### config.mk
export PLATFORM = sky130hd
export DESIGN_NAME = cl_ocl_reg_arb
export DESIGN_NICKNAME = d
export VERILOG_FILES = /design/src/rtl/cl_ocl_reg_arb.sv
export SDC_FILE = /design/constraint.sdc
export NUM_CORES = 1
export LEC_CHECK = 0
export ABC_AREA = 0
export CORE_MARGIN = 5
export CORE_UTILIZATION = 30
export DETAILED_ROUTE_END_ITERATION = 10
export PLACE_DENSITY = 0.67
export SYNTH_ARGS = -nofsm -noshare
export SYNTH_HDL_FRONTEND = slang
export SYNTH_SLANG_ARGS = --single-unit
### constraint.sdc
create_clock -name clk_main_a0 -period 1.84 [get_ports clk_main_a0]
set_clock_uncertainty 0.05 [all_clocks]
set_input_delay 0.368 -clock clk_main_a0 [delete_from_list [all_inputs] [get_ports clk_main_a0]]
set_output_delay 0.368 -clock clk_main_a0 [all_outputs]
set_load 0.005 [all_outputs]
### src/rtl/cl_ocl_reg_arb.sv
// Round-robin sequencer sharing the single-beat AXI-Lite OCL register slave among
// NUM_REQ internal requesters; one transaction outstanding, response routed back by id.
module cl_ocl_reg_arb #(
  parameter int NUM_REQ = 2,
  parameter int ADDR_W  = 32,
  parameter int IDW     = 3
) (
  input  logic                      clk_main_a0,
  input  logic                      rst_main_n_sync,
  input  logic [NUM_REQ-1:0]        req_valid,
  input  logic [NUM_REQ-1:0]        req_wr,
  input  logic [NUM_REQ*ADDR_W-1:0] req_addr,
  input  logic [NUM_REQ*32-1:0]     req_wdata,
  output logic [NUM_REQ-1:0]        req_ready,
  output logic [NUM_REQ-1:0]        rsp_valid,
  output logic [31:0]               rsp_rdata,
  output logic                      rsp_err,
  output logic [IDW-1:0]            gnt_id,
  output logic                      busy,
  output logic                      m_awvalid,
  output logic [ADDR_W-1:0]         m_awaddr,
  input  logic                      m_awready,
  output logic                      m_wvalid,
  output logic [31:0]               m_wdata,
  output logic [3:0]                m_wstrb,
  input  logic                      m_wready,
  input  logic                      m_bvalid,
  input  logic [1:0]                m_bresp,
  output logic                      m_bready,
  output logic                      m_arvalid,
  output logic [ADDR_W-1:0]         m_araddr,
  input  logic                      m_arready,
  input  logic                      m_rvalid,
  input  logic [31:0]               m_rdata,
  input  logic [1:0]                m_rresp,
  output logic                      m_rready
);

  typedef enum logic [2:0] {
    IDLE,
    WR_ADDR_DATA,
    WR_RESP,
    RD_ADDR,
    RD_DATA
  } state_e;

  state_e               state_q, state_d;
  logic [IDW-1:0]       ptr_q, ptr_d;
  logic [IDW-1:0]       gnt_id_q, gnt_id_d;
  logic [ADDR_W-1:0]    addr_q, addr_d;
  logic [31:0]          wdata_q, wdata_d;
  logic                 awvalid_q, awvalid_d;
  logic                 wvalid_q, wvalid_d;
  logic                 bready_q, bready_d;
  logic                 arvalid_q, arvalid_d;
  logic                 rready_q, rready_d;
  logic [NUM_REQ-1:0]   rsp_valid_q, rsp_valid_d;
  logic [31:0]          rsp_rdata_q, rsp_rdata_d;
  logic                 rsp_err_q, rsp_err_d;
  logic                 busy_q, busy_d;

  logic                 found;
  logic                 grant_ok;
  logic [IDW-1:0]       gnt_sel;
  logic                 gnt_wr;
  logic [ADDR_W-1:0]    gnt_addr;
  logic [31:0]          gnt_wdata;
  logic [NUM_REQ-1:0]   id_onehot;

  // Search starts just after the last winner; the response cycle is held off so the
  // returning requester sees its response before competing again.
  always_comb begin
    found     = 1'b0;
    gnt_sel   = '0;
    gnt_wr    = 1'b0;
    gnt_addr  = '0;
    gnt_wdata = '0;
    for (int k = 1; k <= NUM_REQ; k++) begin
      for (int i = 0; i < NUM_REQ; i++) begin
        if (!found && req_valid[i] && (((int'(ptr_q) + k) % NUM_REQ) == i)) begin
          found     = 1'b1;
          gnt_sel   = IDW'(i);
          gnt_wr    = req_wr[i];
          gnt_addr  = req_addr[i*ADDR_W +: ADDR_W];
          gnt_wdata = req_wdata[i*32 +: 32];
        end
      end
    end
    grant_ok = rst_main_n_sync && (state_q == IDLE) && !(|rsp_valid_q) && found;
  end

  always_ff @(posedge clk_main_a0) begin
    if (!rst_main_n_sync) begin
      state_q     <= IDLE;
      ptr_q       <= IDW'(NUM_REQ - 1);
      gnt_id_q    <= '0;
      addr_q      <= '0;
      wdata_q     <= '0;
      awvalid_q   <= 1'b0;
      wvalid_q    <= 1'b0;
      bready_q    <= 1'b0;
      arvalid_q   <= 1'b0;
      rready_q    <= 1'b0;
      rsp_valid_q <= '0;
      rsp_rdata_q <= '0;
      rsp_err_q   <= 1'b0;
      busy_q      <= 1'b0;
    end else begin
      state_q     <= state_d;
      ptr_q       <= ptr_d;
      gnt_id_q    <= gnt_id_d;
      addr_q      <= addr_d;
      wdata_q     <= wdata_d;
      awvalid_q   <= awvalid_d;
      wvalid_q    <= wvalid_d;
      bready_q    <= bready_d;
      arvalid_q   <= arvalid_d;
      rready_q    <= rready_d;
      rsp_valid_q <= rsp_valid_d;
      rsp_rdata_q <= rsp_rdata_d;
      rsp_err_q   <= rsp_err_d;
      busy_q      <= busy_d;
    end
  end

  always_comb begin
    state_d = state_q;
    case (state_q)
      IDLE:         if (grant_ok) state_d = gnt_wr ? WR_ADDR_DATA : RD_ADDR;
      WR_ADDR_DATA: if ((!awvalid_q || m_awready) && (!wvalid_q || m_wready)) state_d = WR_RESP;
      WR_RESP:      if (m_bvalid) state_d = IDLE;
      RD_ADDR:      if (m_arready) state_d = RD_DATA;
      RD_DATA:      if (m_rvalid) state_d = IDLE;
      default:      state_d = IDLE;
    endcase
  end

  always_comb begin
    for (int i = 0; i < NUM_REQ; i++) begin
      req_ready[i] = grant_ok && (gnt_sel == IDW'(i));
      id_onehot[i] = (gnt_id_q == IDW'(i));
    end

    ptr_d       = ptr_q;
    gnt_id_d    = gnt_id_q;
    addr_d      = addr_q;
    wdata_d     = wdata_q;
    awvalid_d   = awvalid_q;
    wvalid_d    = wvalid_q;
    bready_d    = bready_q;
    arvalid_d   = arvalid_q;
    rready_d    = rready_q;
    rsp_valid_d = '0;
    rsp_rdata_d = rsp_rdata_q;
    rsp_err_d   = rsp_err_q;
    busy_d      = (state_d != IDLE);

    case (state_q)
      IDLE: begin
        if (grant_ok) begin
          ptr_d     = gnt_sel;
          gnt_id_d  = gnt_sel;
          addr_d    = gnt_addr;
          wdata_d   = gnt_wdata;
          awvalid_d = gnt_wr;
          wvalid_d  = gnt_wr;
          arvalid_d = !gnt_wr;
        end
      end
      // Address and data channels retire independently, in either order.
      WR_ADDR_DATA: begin
        awvalid_d = awvalid_q && !m_awready;
        wvalid_d  = wvalid_q && !m_wready;
        if (!awvalid_d && !wvalid_d) bready_d = 1'b1;
      end
      WR_RESP: begin
        if (m_bvalid) begin
          bready_d    = 1'b0;
          rsp_valid_d = id_onehot;
          rsp_rdata_d = '0;
          rsp_err_d   = |m_bresp;
        end
      end
      RD_ADDR: begin
        if (m_arready) begin
          arvalid_d = 1'b0;
          rready_d  = 1'b1;
        end
      end
      RD_DATA: begin
        if (m_rvalid) begin
          rready_d    = 1'b0;
          rsp_valid_d = id_onehot;
          rsp_rdata_d = m_rdata;
          rsp_err_d   = |m_rresp;
        end
      end
      default: ;
    endcase
  end

  assign rsp_valid = rsp_valid_q;
  assign rsp_rdata = rsp_rdata_q;
  assign rsp_err   = rsp_err_q;
  assign gnt_id    = gnt_id_q;
  assign busy      = busy_q;
  assign m_awvalid = awvalid_q;
  assign m_awaddr  = addr_q;
  assign m_wvalid  = wvalid_q;
  assign m_wdata   = wdata_q;
  assign m_wstrb   = 4'hF;
  assign m_bready  = bready_q;
  assign m_arvalid = arvalid_q;
  assign m_araddr  = addr_q;
  assign m_rready  = rready_q;

endmodule
### Word-level counts from Yosys, hierarchy flattened

Cells that the tools add are included.

| word-level totals | value |
|---|---|
| flip-flop bits (word level) | 112 |
| output and inout bits | 146 |

| operators by class | value |
|---|---|
| add/subtract/negate cells | 2 |
| equality and inequality tests | 13 |
| muxes and demuxes | 47 |
| bitwise logic cells | 2 |
| reductions and logical operators | 49 |

Operator list:

| cell | count |
|---|---|
| $mux 32 | 10 |
| $logic_not 32->1 | 2 |
| $pmux 32 s2 | 1 |
| $mux 3 | 7 |
| $mux 1 | 18 |
| $logic_and 1x1->1 | 16 |
| $pmux 3 s5 | 1 |
| $pmux 1 s2 | 6 |
| $reduce_and 3->1 | 4 |
| $logic_not 1->1 | 11 |
| $ne 2x2->1 const B | 5 |
| $reduce_bool 2->1 | 5 |
| $eq 3x1->1 const B | 3 |
| $logic_not 3->1 | 3 |
| $eq 3x2->1 const B | 2 |
| $mux 2 | 3 |
| $reduce_or 2->1 | 3 |
| $eq 2x2->1 const B | 2 |
| $pmux 2 s2 | 1 |
| $reduce_and 2->1 | 2 |
| $eq 3x3->1 const B | 1 |
| $reduce_bool 3->1 | 1 |
| $add 1x1->1 const B | 2 |
| $and 1x1->1 const A | 2 |
| $logic_or 1x1->1 | 2 |

### Depth between registers and ports, before layout

Gate-level depths: netlist (run 1).

| depth | value |
|---|---|
| word-level depth | 21 |
| depth in mapped cells | 7 |
| depth with buffers taken out | 4 |

### Least setup slack after synthesis (run 1)

OpenSTA, ideal clock, no wires.

| timing path | value |
|---|---|
| kind | register to output |
| start point | reg state_q[2] |
| end point | out req_ready[0] |
| arrival | 1.240 ns |
| data required time | 1.422 ns |
| path slack | 0.182 ns |
| cell stages (with the launch flop) | 6 |
| buffers on the path | 2 |
| path through | dfxtp_1 buf_6 nor4b_4 o211ai_4 buf_6 nor2_1 |

| on the way | value |
|---|---|
| cells in the longest elaborated chain, start to end | 5 |

Ends and longest elaborated chain:

| element | line | RTL |
|---|---|---|
| from (decl) | 47 | `state_e state_q, state_d;` |
| from (signal assigned) | 109 | `state_q <= state_d;` |
| $logic_not 3->1 | 89 | `grant_ok = rst_main_n_sync && (state_q == IDLE) && !(\|rsp_valid_q) && found;` |
| $logic_and 1x1->1 (3 in a row) | 89 |  |
| $logic_and 1x1->1 | 140 | `req_ready[i] = grant_ok && (gnt_sel == IDW'(i));` |
| to (decl) | 14 | `output logic [NUM_REQ-1:0] req_ready,` |

Every way passes these cells.

### Final worst setup path (run 1)

| timing path | value |
|---|---|
| start point | reg ptr_q[0] |
| end point | out req_ready[1] |

| on the way | value |
|---|---|
| cells in the longest elaborated chain, start to end | 19 |
| elaborated cells on any way between the ends | 28 |
| those cells by class | add/sub (2); eq/ne (3); mux (7); bitwise (2); reduce/logical (14) |

Ends and longest elaborated chain:

| element | line | RTL |
|---|---|---|
| from (decl) | 48 | `logic [IDW-1:0] ptr_q, ptr_d;` |
| from (signal assigned) | 95 | `ptr_q <= IDW'(NUM_REQ - 1);` |
| from (signal assigned) | 110 | `ptr_q <= ptr_d;` |
| $add 1x1->1 | 80 | `if (!found && req_valid[i] && (((int'(ptr_q) + k) % NUM_REQ) == i)) begin` |
| $and 1x1->1 (no line) | n/a |  |
| $logic_not 32->1 | 80 |  |
| $logic_and 1x1->1 | 80 |  |
| $mux 1 | 80 |  |
| $logic_not 1->1 | 80 |  |
| $logic_and 1x1->1 (2 in a row) | 80 |  |
| $mux 1 | 80 |  |
| $logic_not 1->1 | 80 |  |
| $logic_and 1x1->1 (2 in a row) | 80 |  |
| $mux 1 | 80 |  |
| $logic_not 1->1 | 80 |  |
| $logic_and 1x1->1 (2 in a row) | 80 |  |
| $mux 3 or $mux 1 (tied branches) | 80 |  |
| $eq 3x1->1 or $logic_and 1x1->1 (tied branches) | 140, 89 |  |
| $logic_and 1x1->1 * | 140 |  |

Mark *: on every way between the ends. The rest lies on a longest branch, timed or not.

==> results of run 1 <==
==> Yosys cell counts (3+ instances only) <==
master	count	area, um2
buf_4	42	315.3
o21ai_1	30	150.1
a221oi_2	64	960.9
a21boi_0	6	45.04
buf_2	18	90.09
nand4_1	34	212.7
nand3_1	5	25.02
buf_6	15	168.9
nand2b_1	5	31.28
a21boi_1	28	210.2
dfxtp_1	110	2202
a21oi_1	4	20.02
nor2b_1	3	18.77
nand2_1	38	142.6
clkbuf_1	19	71.32
nor2_1	72	270.3
o21ai_0	36	180.2
==> kinds of logic after synthesis <==
kind of cell,share of synthesized area (%)
AOI/OAI and AO/OA,31.75
and+or+nand+nor,15.05
DFF,40.87
buffers and inverters,12.19
other,0.1394
==> stage by stage <==
step | area (um2) | instances | hold WS, ns | worst slack (ns) | TNS, ns
after CTS | 9032 | 1077 | 0.3961 | -0.06326 | -0.1147
after detailed placement | 8653 | 1058 | 0.3921 | -0.6556 | -13.79
final | 9224 | 1084 | 0.3959 | -0.01059 | -0.01059
after floorplan | 5403 | 563 | 0.3912 | 0.1816 | 0
after global placement | 8653 | 1058 | 0.3871 | -0.6405 | -12.37
after global routing | 9224 | 1084 | 0.4163 | -0.09330 | -0.1443
==> worst max-delay path by stage <==
stage | startpoint | endpoint | slack [ns]
floorplan | state_q[2] | req_ready[0] | 0.18
global placement | req_valid[1] | req_ready[1] | -0.64
detailed placement | req_valid[0] | req_ready[1] | -0.66
CTS | ptr_q[0] | req_ready[1] | -0.06
global route | ptr_q[0] | req_ready[1] | -0.09
finish | ptr_q[0] | req_ready[1] | -0.01
==> critical path: stages (launching register included) <==
cell      delay (ns)
dfxtp_2         0.34
a21boi_4        0.16
nand4b_1        0.09
or3_1           0.32
inv_1           0.06
buf_2           0.12
==> layer usage <==
layer / global-route usage [%] / wire [um]
met4: 6.194 / 365
met5: 0 / 0
met3: 6.118 / 1868
met2: 30.08 / 9728
met1: 22.50 / 8684
==> power by group through the flow <==
stage | clock network [uW] | logic [uW] | registers (uW)
after floorplan | 0 | 1100 | 2830
after global placement | 0 | 2380 | 2830
after detailed placement | 0 | 2380 | 2830
after CTS | 1930 | 2470 | 2790
after global routing | 2020 | 2810 | 2830
final | 1840 | 2620 | 2790
==> registers in the layout, summed over array words and instances, names as in the netlist <==
| register | count |
|---|---|
| m_bready | 1 |
| m_rready | 1 |
| state_q | 3 |
| m_wvalid | 1 |
| rsp_rdata | 32 |
| m_araddr | 32 |
| rsp_err | 1 |
| rsp_valid | 2 |
| ptr_q | 1 |
| m_wdata | 32 |
| m_awvalid | 1 |
| gnt_id | 1 |
| busy | 1 |
| m_arvalid | 1 |
==> area by class of cell <==
type                       count  area, um2  share of cell area (%)
clock buffer                  12      256.5                   2.781
clock inverter                 1      7.507                 0.08139
inverter                       2      7.507                 0.08139
multi-input combinational    357       2599                   28.17
sequential                   110       2207                   23.93
tap                          229      286.5                   3.106
timing repair buffer         373       3860                   41.85
==> timing repair <==
action                     CTS  global route
setup endpoints to repair   17            67
cloned                       2             8
resized for setup           19            10
hold endpoints to repair     0             0
buffers inserted             4             1
pin swaps                    5             9
==> out/summary.txt, run 1 <==
Startpoint type of the worst setup path: flop
Number of synthesized register bits: 110
Maximum clock rate: 540.4 MHz
Post-route core utilization: 51.70%
Combinational share of power: 36.1%
Sort of element at the end of the critical path: primary output
Row cnt: 49
Number of enable-type register cells in the synthesized netlist: 0
Clk Latency, worst-skew pair: 0.35 ns
NumNets Final: 1028
Maximum number of pins on one net before global-route repair: 96
Vias in the first global route: 5443
Worst Path Required: 1.42 ns
VDD IR max: 474.2 uV
Worst Hold Path Cells: 1
Final worst-path setup slack: -0.01059 ns
Global-route wire length before repair: 29680 um
Total DRC errors in the routed layout: 0
Detailed placer's ending HPWL: 13760 um
Commonest non-fill, non-tap cell in the layout: clkdlybuf4s50_1
Number of buffers between clock root and the deepest sink: 2
Weighted congestion reported at the end of routability-driven placement: 0.7637
CTS tree: yes
Start-to-end type of the worst setup path: flop to primary output
Overflow left after global routing: 0
Effective utilization at floorplan: 30.20%
Fraction of final layout cells with drive strength greater than 1: 18.01%
Global-route usage over all layers: 18.29%
Setup repair after global routing missed its margin: true
Antenna viol nets, final: 0
Core outline area: 0.01784 mm2
Die footprint: 0.02074 mm2
Routed wire length per instance: 19.05 um
Antenna Diode Count: 0
Antenna violations before repair: 0
Max Cap Violations: 0
Mapped Cells: 559
Int Pwr: 5114 uW
FF-to-FF Start: rsp_valid[1]
Clock network fraction of total power: 25.4%
Horizontal die dimension: 144.0 um
Leakage power of the design: 0.003431 uW
Per-instance average area after synthesis: 9.638 um2
Total power after layout: 7253 uW
CTS root buf: clkbuf_16
Share of synthesized area occupied by flip-flops and latches: 40.87%
Number of cell instances on the worst register-to-register path: 6
Start point of the worst min-delay path: gnt_id[0]
Total iterations of the first detailed-routing run: 4
Endpoint of the most critical register-to-register path: m_araddr[11]
Clock transition at the register clock pins on the worst setup and hold paths after CTS: 0.07 ns
Final hold violations: 0
Number of distinct library cells after synthesis: 41
CTS Hold Bufs: 0
Top Ports: 321
Number of vias after detailed routing: 5326
Minimum clock period: 1.851 ns
Number of DRC violations after detailed-routing iteration 0: 199
Rel. slew slack: 37.82%
Number of buffers added by the clock tree synthesis step: 9
Die height: 144.0 um
Worst setup slack for register-to-register paths: 0.09 ns
Number of warnings printed during yosys synthesis: 0
Hold Crit Endpoint: rsp_valid[0]
Crit path arrival time: 1.43 ns
Number of port buffers: 314
Area overhead of the layout relative to synthesis: 71.20%
Total of fill cells in the finished design: 1644
Most used flip-flop cell after synthesis: dfxtp_1
Final-report max-slew violation count: 0
Power density cells: 786.4 mW/mm2
Final WL: 20650 um
Class of the tightest hold or removal check: flop to flop
Maximum fanout along the worst path: 2
Transition time of the tightest slew-check pin: 0.9326 ns
Switching power total: 2139 uW
Switching part of the total: 29.49%
Violated checks: setup timing
Outcome: complete, but fails checks
Most frequent cells in the layout: clkdlybuf4s50_1 (309), dfxtp_1 (106), nor2_1 (70)
Cell area after synthesis: 0.005388 mm2
Final clock period utilization by the worst path: 100.6%
Portion of total power attributed to sequential cells: 38.5%
Clk sinks: 110
Final count of negative-setup-slack endpoints: 1
Vias per Instance: 4.913
Post-synth ARST share: 0%
H-tree levels: 3
Power figures use the tool's default switching activity.
==> inputs of run 2 (changes only) <==
Settings changed: ABC_CLOCK_PERIOD_IN_PS set to 1840, CAP_MARGIN set to 20.
==> results of run 2 <==
The final DEF is identical to that of run 1; final timing and power are the same.
==> inputs of run 3 (changes only) <==
Settings changed: REMOVE_ABC_BUFFERS set to 1.
==> out/summary.txt, run 3 (same netlist as run 1, synthesis figures left out) <==
Maximum number of pins on one net before global-route repair: 80 (-17%)
Final clock period utilization by the worst path: 100.8% (+0.26 points)
Startpoint type of the worst setup path: flop
Switching part of the total: 29.05% (-0.43 points)
Start-to-end type of the worst setup path: flop to primary output
Switching power total: 2099 uW (-1.9%)
VDD IR max: 481.9 uV (+1.6%)
Number of vias after detailed routing: 5209 (-2.2%)
Top Ports: 321 (unchanged)
Int Pwr: 5126 uW (+0.22%)
Vias in the first global route: 5332 (-2.0%)
Post-route core utilization: 50.62% (-1.1 points)
Die height: 144.0 um (unchanged)
CTS root buf: clkbuf_16
Worst Path Required: 1.42 ns (about the same)
Class of the tightest hold or removal check: input pin to flop
Portion of total power attributed to sequential cells: 38.6% (about the same)
Most frequent cells in the layout: clkdlybuf4s50_1 (309), dfxtp_1 (105), nor2_1 (72)
Setup repair after global routing missed its margin: true
Number of port buffers: 314 (unchanged)
Global-route usage over all layers: 17.71% (-0.58 points)
Final WL: 19220 um (-6.9%)
Violated checks: setup timing
Number of buffers between clock root and the deepest sink: 2 (unchanged)
Total of fill cells in the finished design: 1646 (+0.12%)
Clk sinks: 110 (unchanged)
Area of the multi-input gates: 0.002581 mm2 (-0.67%)
Antenna Diode Count: 0 (unchanged)
Transition time of the tightest slew-check pin: 0.7301 ns (-0.2026 ns)
Fraction of final layout cells with drive strength greater than 1: 16.37% (-1.6 points)
Vias per Instance: 4.886 (-0.55%)
Leakage power of the design: 0.003316 uW (-3.4%)
Power density cells: 800.0 mW/mm2 (+1.7%)
Clk Latency, worst-skew pair: 0.35 ns (about the same)
Detailed placer's ending HPWL: 13530 um (-1.7%)
Number of buffers added by the clock tree synthesis step: 9 (unchanged)
NumNets Final: 1007 (-2.0%)
Maximum fanout along the worst path: 3 (+1)
CTS tree: yes
Clock transition at the register clock pins on the worst setup and hold paths after CTS: 0.07 ns (about the same)
Max Cap Violations: 0 (unchanged)
Final-report max-slew violation count: 0 (unchanged)
Total DRC errors in the routed layout: 0 (unchanged)
Routed wire length per instance: 18.03 um (-5.3%)
Sort of element at the end of the critical path: primary output
Number of DRC violations after detailed-routing iteration 0: 224 (+13%)
Setup TNS Final: -0.01531 ns (-0.004712 ns)
Final hold violations: 0 (unchanged)
Die footprint: 0.02074 mm2 (unchanged)
Weighted congestion reported at the end of routability-driven placement: 0.7457 (-2.4%)
Total iterations of the first detailed-routing run: 6 (+2)
Antenna viol nets, final: 0 (unchanged)
Clock network fraction of total power: 27.7% (+2.3 points)
Hold_ws: 0.3108 ns (-0.08510 ns)
Flip-flop and latch area: 0.002208 mm2 (about the same)
Effective utilization at floorplan: 30.20% (unchanged)
Minimum clock period: 1.855 ns (+0.004712 ns)
Overflow left after global routing: 0 (unchanged)
Maximum clock rate: 539.0 MHz (-0.25%)
Global-route wire length before repair: 29120 um (-1.9%)
Outcome: complete, but fails checks
Final count of negative-setup-slack endpoints: 1 (unchanged)
Final worst-path setup slack: -0.01531 ns (-0.004712 ns)
Rel. slew slack: 51.33% (+14 points)
Combinational share of power: 33.7% (-2.4 points)
Area overhead of the layout relative to synthesis: 67.63%
Antenna violations before repair: 0 (unchanged)
Row cnt: 49 (unchanged)
Crit path arrival time: 1.44 ns (about the same)
H-tree levels: 3 (unchanged)
Horizontal die dimension: 144.0 um (unchanged)
Commonest non-fill, non-tap cell in the layout: clkdlybuf4s50_1
Core outline area: 0.01784 mm2 (unchanged)
[run 3: cell count changes in the layout (fill, tap and decap cells not counted), moves of 2 or more]
cell	delta
buf_12	+5
nor2_2	-2
buf_4	-18
buf_16	-4
clkbuf_16	-3
nor2_1	+2
[run 3: cell type report]
cell class | count | share of cell area (%)
clock buffer | 11 | 2.688
clock inverter | 5 | 0.6512
inverter | 2 | 0.08313
multi-input combinational | 356 | 28.58
sequential | 110 | 24.45
tap | 229 | 3.173
timing repair buffer | 353 | 40.37
[run 3: stage by stage]
| stage | setup WS (ns) | power [uW] | instances | instance area (um2) |
|---|---|---|---|---|
| after floorplan | -2.256 | 3640 | 468 | 4753 |
| after global placement | -0.6947 | 5155 | 1042 | 8533 |
| after detailed placement | -0.6964 | 5158 | 1042 | 8533 |
| after CTS | -0.03663 | 7225 | 1061 | 8901 |
| after global routing | -0.08323 | 7630 | 1066 | 9031 |
| final | -0.01531 | 7225 | 1066 | 9031 |
[run 3: worst max-delay path, stage by stage, from the launching register on]
cell      delay, ns
dfxtp_2        0.34
a21boi_4       0.13
nand4b_1       0.11
or3_4          0.36
inv_2          0.06
buf_6          0.09
[run 3: timing repair]
action,in CTS,in global routing
buffers inserted,2,3
pin swaps,3,5
hold buffers,0,0
setup endpoints to repair,70,93
resized for setup,20,7
gates cloned,1,2
[run 3: power groups by stage]
stage / Combinational, uW / Sequential (uW) / Clock [uW]
6_report: 2440 / 2790 / 2000
5_1_grt: 2640 / 2820 / 2160
4_1_cts: 2370 / 2790 / 2070
3_5_place_dp: 2320 / 2830 / 0
3_3_place_gp: 2320 / 2840 / 0
2_1_floorplan: 771 / 2870 / 0
[run 3: layer usage]
metal / track usage [%] / part of all wire, % / vias up / routed length (um)
li1: - / - / 2549 / -
met1: 21.17 / 42 / 2419 / 7978
met2: 29.50 / 47 / 223 / 9041
met3: 6.911 / 10 / 18 / 1915
met4: 5.253 / 1.5 / 0 / 288
met5: 0 / 0 / - / 0
[run 3: final timing paths]
check	startpoint	cells after the start	endpoint	slack, ns
max reg2reg	state_q[2]	8	m_araddr[5]	0.07
min	rst_main_n_sync	2	rsp_rdata[7]	0.31
max	ptr_q[0]	5	req_ready[1]	-0.02
min reg2reg	rsp_rdata[10]	2	rsp_rdata[10]	0.40
